===== src/rtl/neureka_pres_accumulator.sv =====
// Shift-accumulates signed bit-plane partial results over N input-channel tiles; MSB plane negated for signed weights.
// Result is valid 1 cycle after the last beat and held until acc_ready_i; input stalls on ~enable_i or outside ACCUM.
module neureka_pres_accumulator #(
  parameter int PRES_WIDTH = 22,
  parameter int ACC_WIDTH  = 32,
  parameter int QW_MAX     = 8,
  parameter int CNT_WIDTH  = 16
) (
  input  logic                  clk_i,
  input  logic                  rst_i,
  input  logic                  clear_i,
  input  logic                  enable_i,
  input  logic                  start_i,
  input  logic [3:0]            qw_i,
  input  logic                  signed_w_i,
  input  logic [CNT_WIDTH-1:0]  n_tiles_i,
  input  logic                  pres_valid_i,
  output logic                  pres_ready_o,
  input  logic [PRES_WIDTH-1:0] pres_data_i,
  output logic                  acc_valid_o,
  input  logic                  acc_ready_i,
  output logic [ACC_WIDTH-1:0]  acc_data_o,
  output logic                  busy_o,
  output logic                  done_o
);

  typedef enum logic [1:0] {IDLE, ACCUM, OUTPUT} state_e;

  localparam logic [3:0] QW_MAX_C = 4'(QW_MAX);

  state_e                 state_q, state_d;
  logic [ACC_WIDTH-1:0]   acc_q;
  logic [ACC_WIDTH-1:0]   term;
  logic [3:0]             bit_idx_q;
  logic [3:0]             qw_q;
  logic [3:0]             qw_clamped;
  logic [CNT_WIDTH-1:0]   tile_cnt_q;
  logic [CNT_WIDTH-1:0]   n_tiles_q;
  logic                   signed_q;
  logic                   done_q;
  logic                   beat;
  logic                   last_bit;
  logic                   last_beat;
  logic                   out_hs;

  assign pres_ready_o = (state_q == ACCUM) & enable_i;
  assign acc_valid_o  = (state_q == OUTPUT);
  assign busy_o       = (state_q != IDLE);
  assign done_o       = done_q;
  assign acc_data_o   = acc_q;

  assign beat      = pres_valid_i & pres_ready_o;
  assign out_hs    = acc_valid_o & acc_ready_i;
  assign last_bit  = (bit_idx_q == qw_q - 4'd1);
  assign last_beat = last_bit & (tile_cnt_q == n_tiles_q - CNT_WIDTH'(1));

  // Sign-extend first, then weight by the bit-plane position.
  assign term = ACC_WIDTH'($signed(pres_data_i)) << bit_idx_q;

  always_comb begin
    qw_clamped = qw_i;
    if (qw_i == 4'd0) begin
      qw_clamped = 4'd1;
    end else if (qw_i > QW_MAX_C) begin
      qw_clamped = QW_MAX_C;
    end
  end

  always_comb begin
    state_d = state_q;
    case (state_q)
      IDLE:    if (start_i)          state_d = ACCUM;
      ACCUM:   if (beat & last_beat) state_d = OUTPUT;
      OUTPUT:  if (out_hs)           state_d = IDLE;
      default:                       state_d = IDLE;
    endcase
  end

  always_ff @(posedge clk_i) begin
    if (rst_i || clear_i) begin
      state_q    <= IDLE;
      acc_q      <= '0;
      bit_idx_q  <= '0;
      tile_cnt_q <= '0;
      qw_q       <= 4'd1;
      n_tiles_q  <= CNT_WIDTH'(1);
      signed_q   <= 1'b0;
      done_q     <= 1'b0;
    end else begin
      state_q <= state_d;
      done_q  <= out_hs;
      case (state_q)
        IDLE: begin
          if (start_i) begin
            qw_q       <= qw_clamped;
            signed_q   <= signed_w_i;
            n_tiles_q  <= (n_tiles_i == '0) ? CNT_WIDTH'(1) : n_tiles_i;
            acc_q      <= '0;
            bit_idx_q  <= '0;
            tile_cnt_q <= '0;
          end
        end
        ACCUM: begin
          if (beat) begin
            acc_q <= (signed_q && last_bit) ? acc_q - term : acc_q + term;
            if (last_bit) begin
              bit_idx_q  <= '0;
              tile_cnt_q <= tile_cnt_q + CNT_WIDTH'(1);
            end else begin
              bit_idx_q  <= bit_idx_q + 4'd1;
            end
          end
        end
        default: ;
      endcase
    end
  end

endmodule


===== config.mk =====
export PLATFORM = sky130hd
export DESIGN_NAME = neureka_pres_accumulator
export DESIGN_NICKNAME = d
export VERILOG_FILES = /design/src/rtl/neureka_pres_accumulator.sv
export SDC_FILE = /design/constraint.sdc
export NUM_CORES = 1
export LEC_CHECK = 0
export BUFFER_PORTS_ARGS = -buffer_cell sky130_fd_sc_hd__buf_2
export CAP_MARGIN = 0
export CORE_MARGIN = 3
export CORE_UTILIZATION = 35
export DETAILED_ROUTE_END_ITERATION = 7
export PLACE_DENSITY_LB_ADDON = 0.3
export SKIP_CTS_REPAIR_TIMING = 1
export SYNTH_ARGS = -nofsm -noshare
export SYNTH_HDL_FRONTEND = slang
export SYNTH_SLANG_ARGS = --single-unit

===== constraint.sdc =====
create_clock -name clk_i -period 5.6 [get_ports clk_i]
set_input_delay 0.56 -clock clk_i [delete_from_list [all_inputs] [get_ports clk_i]]
set_output_delay 0.56 -clock clk_i [all_outputs]
set_load 0.005 [all_outputs]

==> key figures <==
Status
  • Status: completed

Final layout
  • P&R area growth vs syn: 11.8%
  • Share of post-route cells with drive strength above 1: 0.155
  • Nets: about 1100
  • N_diodes: 0
  • Register area: between 1500 and 2000 sq um
  • # fillers: between 2000 and 2500
  • Area of the multi-input gates: between 5000 and 6000 sq um
  • Non-Filler Instances: about 1300

Placed design
  • Post-placement setup slack: 0.436 ns
  • Buffers on Ports: 85
  • Dpl cells: between 1000 and 1500
  • Post-DP HPWL: 16500 microns
  • GP Congestion: about 0.88

Synthesis
  • Seq/Total Area, Yosys: 0.203
  • Post-synth EDFFs: 0
  • Syn Area/Cell: between 7 and 8 sq um
  • Synth Area in Adders: 0.0628
  • Post-synthesis mux area share: 0.132
  • Simple-gate share of the synthesized area: 0.216
  • Syn_nets: between 1000 and 1500
  • Asr flop ratio synth: 0
  • Post-Synthesis Cells: between 900 and 1000
  • Synth warn: 0
  • Synth Area in Compound Gates: 0.219
  • #FFs+latches synth: 76
  • Top FF cell, synth: dfxtp_1
  • Post-Syn Area: between 7000 and 8000 sq um
  • Synth cell types: between 70 and 80
  • Combinational family with the most area after synthesis: compound AO/OA/AOI/OAI gates
  • XOR/XNOR share of the synthesized area: 0.118

Pwr
  • Leakage: ~3.5 nW
  • Power Density: between 150 and 200 nW/um^2
  • Maximum vdd drop: between 0.0001 and 0.00015 V

Global route
  • First-pass GRT wire length: roughly 35000 microns
  • Remaining Overflow, GRT: 0
  • GRT Total Usage: 0.178
  • Initial antenna violation count: 0
  • Number of global-route vias before repair: roughly 6800
  • Largest net degree at the start of global routing: 29

Timing
  • Fmax: ~0.2 GHz
  • Setup Skew: just over 0.009 ns
  • Tmin final: 5.02 ns
  • Slew headroom: 0.229
  • Period utilisation layout: 0.896
  • # setup viols final: 0
  • Unrepaired setup endpoints after global routing: no
  • Slew at the pin closest to its max-slew limit: 1.15 ns
  • Max-slew violation count: 0
  • Setup TNS after final layout: 0 ns
  • Final hold violation count: 0
  • Setup ws final: between 0.5 and 0.6 ns
  • WHS: 0.435 ns

Detailed routing
  • Drt total wl: approximately 21000 microns
  • 1st-iter DRT viols: between 400 and 500
  • Vias per cell: roughly 5.6
  • Remaining DRCs: 0
  • Routed len/inst: ~17 microns
  • Antenna viol nets, final: 0
  • Vias: just over 7000
  • Initial DRT Pass Iterations: 5

Worst setup path
  • Critical path type: reg2reg
  • Worst Setup End Kind: flop
  • Max incr delay on CP: between 0.6 and 0.7 ns
  • CP delay by family, top: simple AND/OR/NAND/NOR gates
  • Sum of buffers and inverters on the critical path: 0
  • Critical Path RT: roughly 5.8 ns
  • Slowest cell on the critical path: dfxtp_2
  • CP Cell Sequence: mux2_2, mux2_2, o311ai_0, nand3_1, nand4bb_1, or2_2, o21ai_0, xnor2_1, ha_1, nand3_1, nor3_1, o2111ai_1, a31oi_2, a311oi_1, nor3_1, xnor2_1, o21ai_0
  • CP arrival: between 5 and 6 ns
  • CP max FO: 20
  • Crit start category: flop

Floorplan
  • Std-Cell Core Area: roughly 21000 sq um
  • Number of primary I/O pins: between 80 and 90
  • Die Wd: around 150 microns
  • Initial Util: 0.363
  • Row cnt: 52
  • Die area: 23200 sq um
  • Die height: 152 microns

CTS
  • Clock Tree Buf Depth: 2
  • CTS tree: done
  • Worst-Skew Late Latency: approximately 0.35 ns
  • Total clock sinks: between 70 and 80
  • Max H-tree Level: 3
  • Clock transition at path regs: roughly 0.06 ns
  • Clk root buf: clkbuf_16
  • TritonCTS Buffers: 9

Hold path
  • Hold Path Class: in2reg

Flow run
  • Max-cap violations: 0
==> synth_stat cells, types with 12 or more instances <==
| master | count | area (sq um) |
|---|---|---|
| a21o_1 | 26 | 195 |
| a21oi_1 | 87 | 435 |
| clkbuf_1 | 30 | 113 |
| dfxtp_1 | 76 | 1520 |
| ha_1 | 36 | 450 |
| inv_1 | 22 | 82.6 |
| mux2_2 | 12 | 135 |
| mux2i_1 | 30 | 300 |
| mux4_2 | 17 | 383 |
| nand2_1 | 110 | 413 |
| nand3_1 | 34 | 170 |
| nand4_1 | 12 | 75.1 |
| nor2_1 | 92 | 345 |
| nor2b_1 | 12 | 75.1 |
| nor3_1 | 20 | 100 |
| o21ai_0 | 53 | 265 |
| xnor2_1 | 50 | 438 |
| xor2_1 | 51 | 447 |
==> cell usage in the layout (no fill, tap or decap), types with 7 or more instances in the layout <==
master and n:
nor4_1 9, nand2b_1 10, nor2b_1 12, and2_1 10, clkbuf_16 9, buf_4 13
nor3_1 20, o21a_1 8, o21ai_0 53, a21o_1 26, dfxtp_1 74, o31ai_1 8
mux4_2 17, nand3_1 34, nand2_1 110, inv_1 22, a211oi_1 10, xnor2_1 50
nor2_1 92, a31oi_1 7, a21oi_1 87, nand4_1 12, mux2_2 12, ha_1 36
mux2i_1 30, a22o_1 8, xor2_1 51, buf_2 85, and3_1 10
==> worst min-delay path: stages <==
cell and delay [ns]:
buf_2 0.09, nand2_1 0.05, o21ai_0 0.06
==> per-layer routing <==
metal,vias up,part of all wire,GRT usage
met4,0,0.020,0.0497
met2,152,0.47,0.290
met1,3390,0.47,0.240
li1,3610,-,-
met3,33,0.039,0.0366
met5,-,0,0
==> metrics by stage <==
step / utilization / power, mW / area, sq um
floorplan: - / 0.826 / 7490
detailed placement: 0.391 / 0.923 / 8070
CTS: 0.405 / 1.52 / 8360
global route: 0.406 / 1.57 / 8370
finish: 0.406 / 1.50 / 8370
global placement: 0.391 / 0.923 / 8070
==> layout make-up <==
| cell class | instances | share of cell area |
|---|---|---|
| multi-input combinational | 808 | 0.670 |
| sequential | 76 | 0.182 |
| timing repair buffer | 98 | 0.0625 |
| tap | 270 | 0.0404 |
| clock buffer | 9 | 0.0269 |
| inverter | 23 | 0.0103 |
| clock inverter | 6 | 0.00792 |
==> cells by family (layout without fill, tap and decap cells) <==
logic type	count (synthesis)	in the layout
compound gates	259	259
xor+xnor	101	101
fa+ha+maj	37	37
buf+inv	75	136
flops	76	76
mux	69	69
simple gates	342	342
==> power breakdown <==
group | leakage [nW] | internal, mW | switching (mW)
logic | 2.75 | 0.147 | 0.208
clock network | 0.134 | 0.342 | 0.240
registers | 0.615 | 0.548 | 0.0108
total | 3.50 | 1.04 | 0.459
==> worst paths after layout <==
path	slack, ns	start	depth (start not counted)	end
hold reg to reg	0.48	qw_q[3]	2	qw_q[3]
setup reg to reg	0.58	bit_idx_q[1]	17	acc_data_o[29]
hold / removal	0.43	n_tiles_i[1]	3	n_tiles_q[1]
setup / recovery	0.58	bit_idx_q[1]	17	acc_data_o[29]
==> sequential cells by signal, indices dropped and copies added, names as in the netlist <==
register and count:
acc_data_o 32, n_tiles_q 16, tile_cnt_q 16, bit_idx_q 4, qw_q 4, state_q 2
done_o 1, signed_q 1
(Power assumes the default switching activity.)
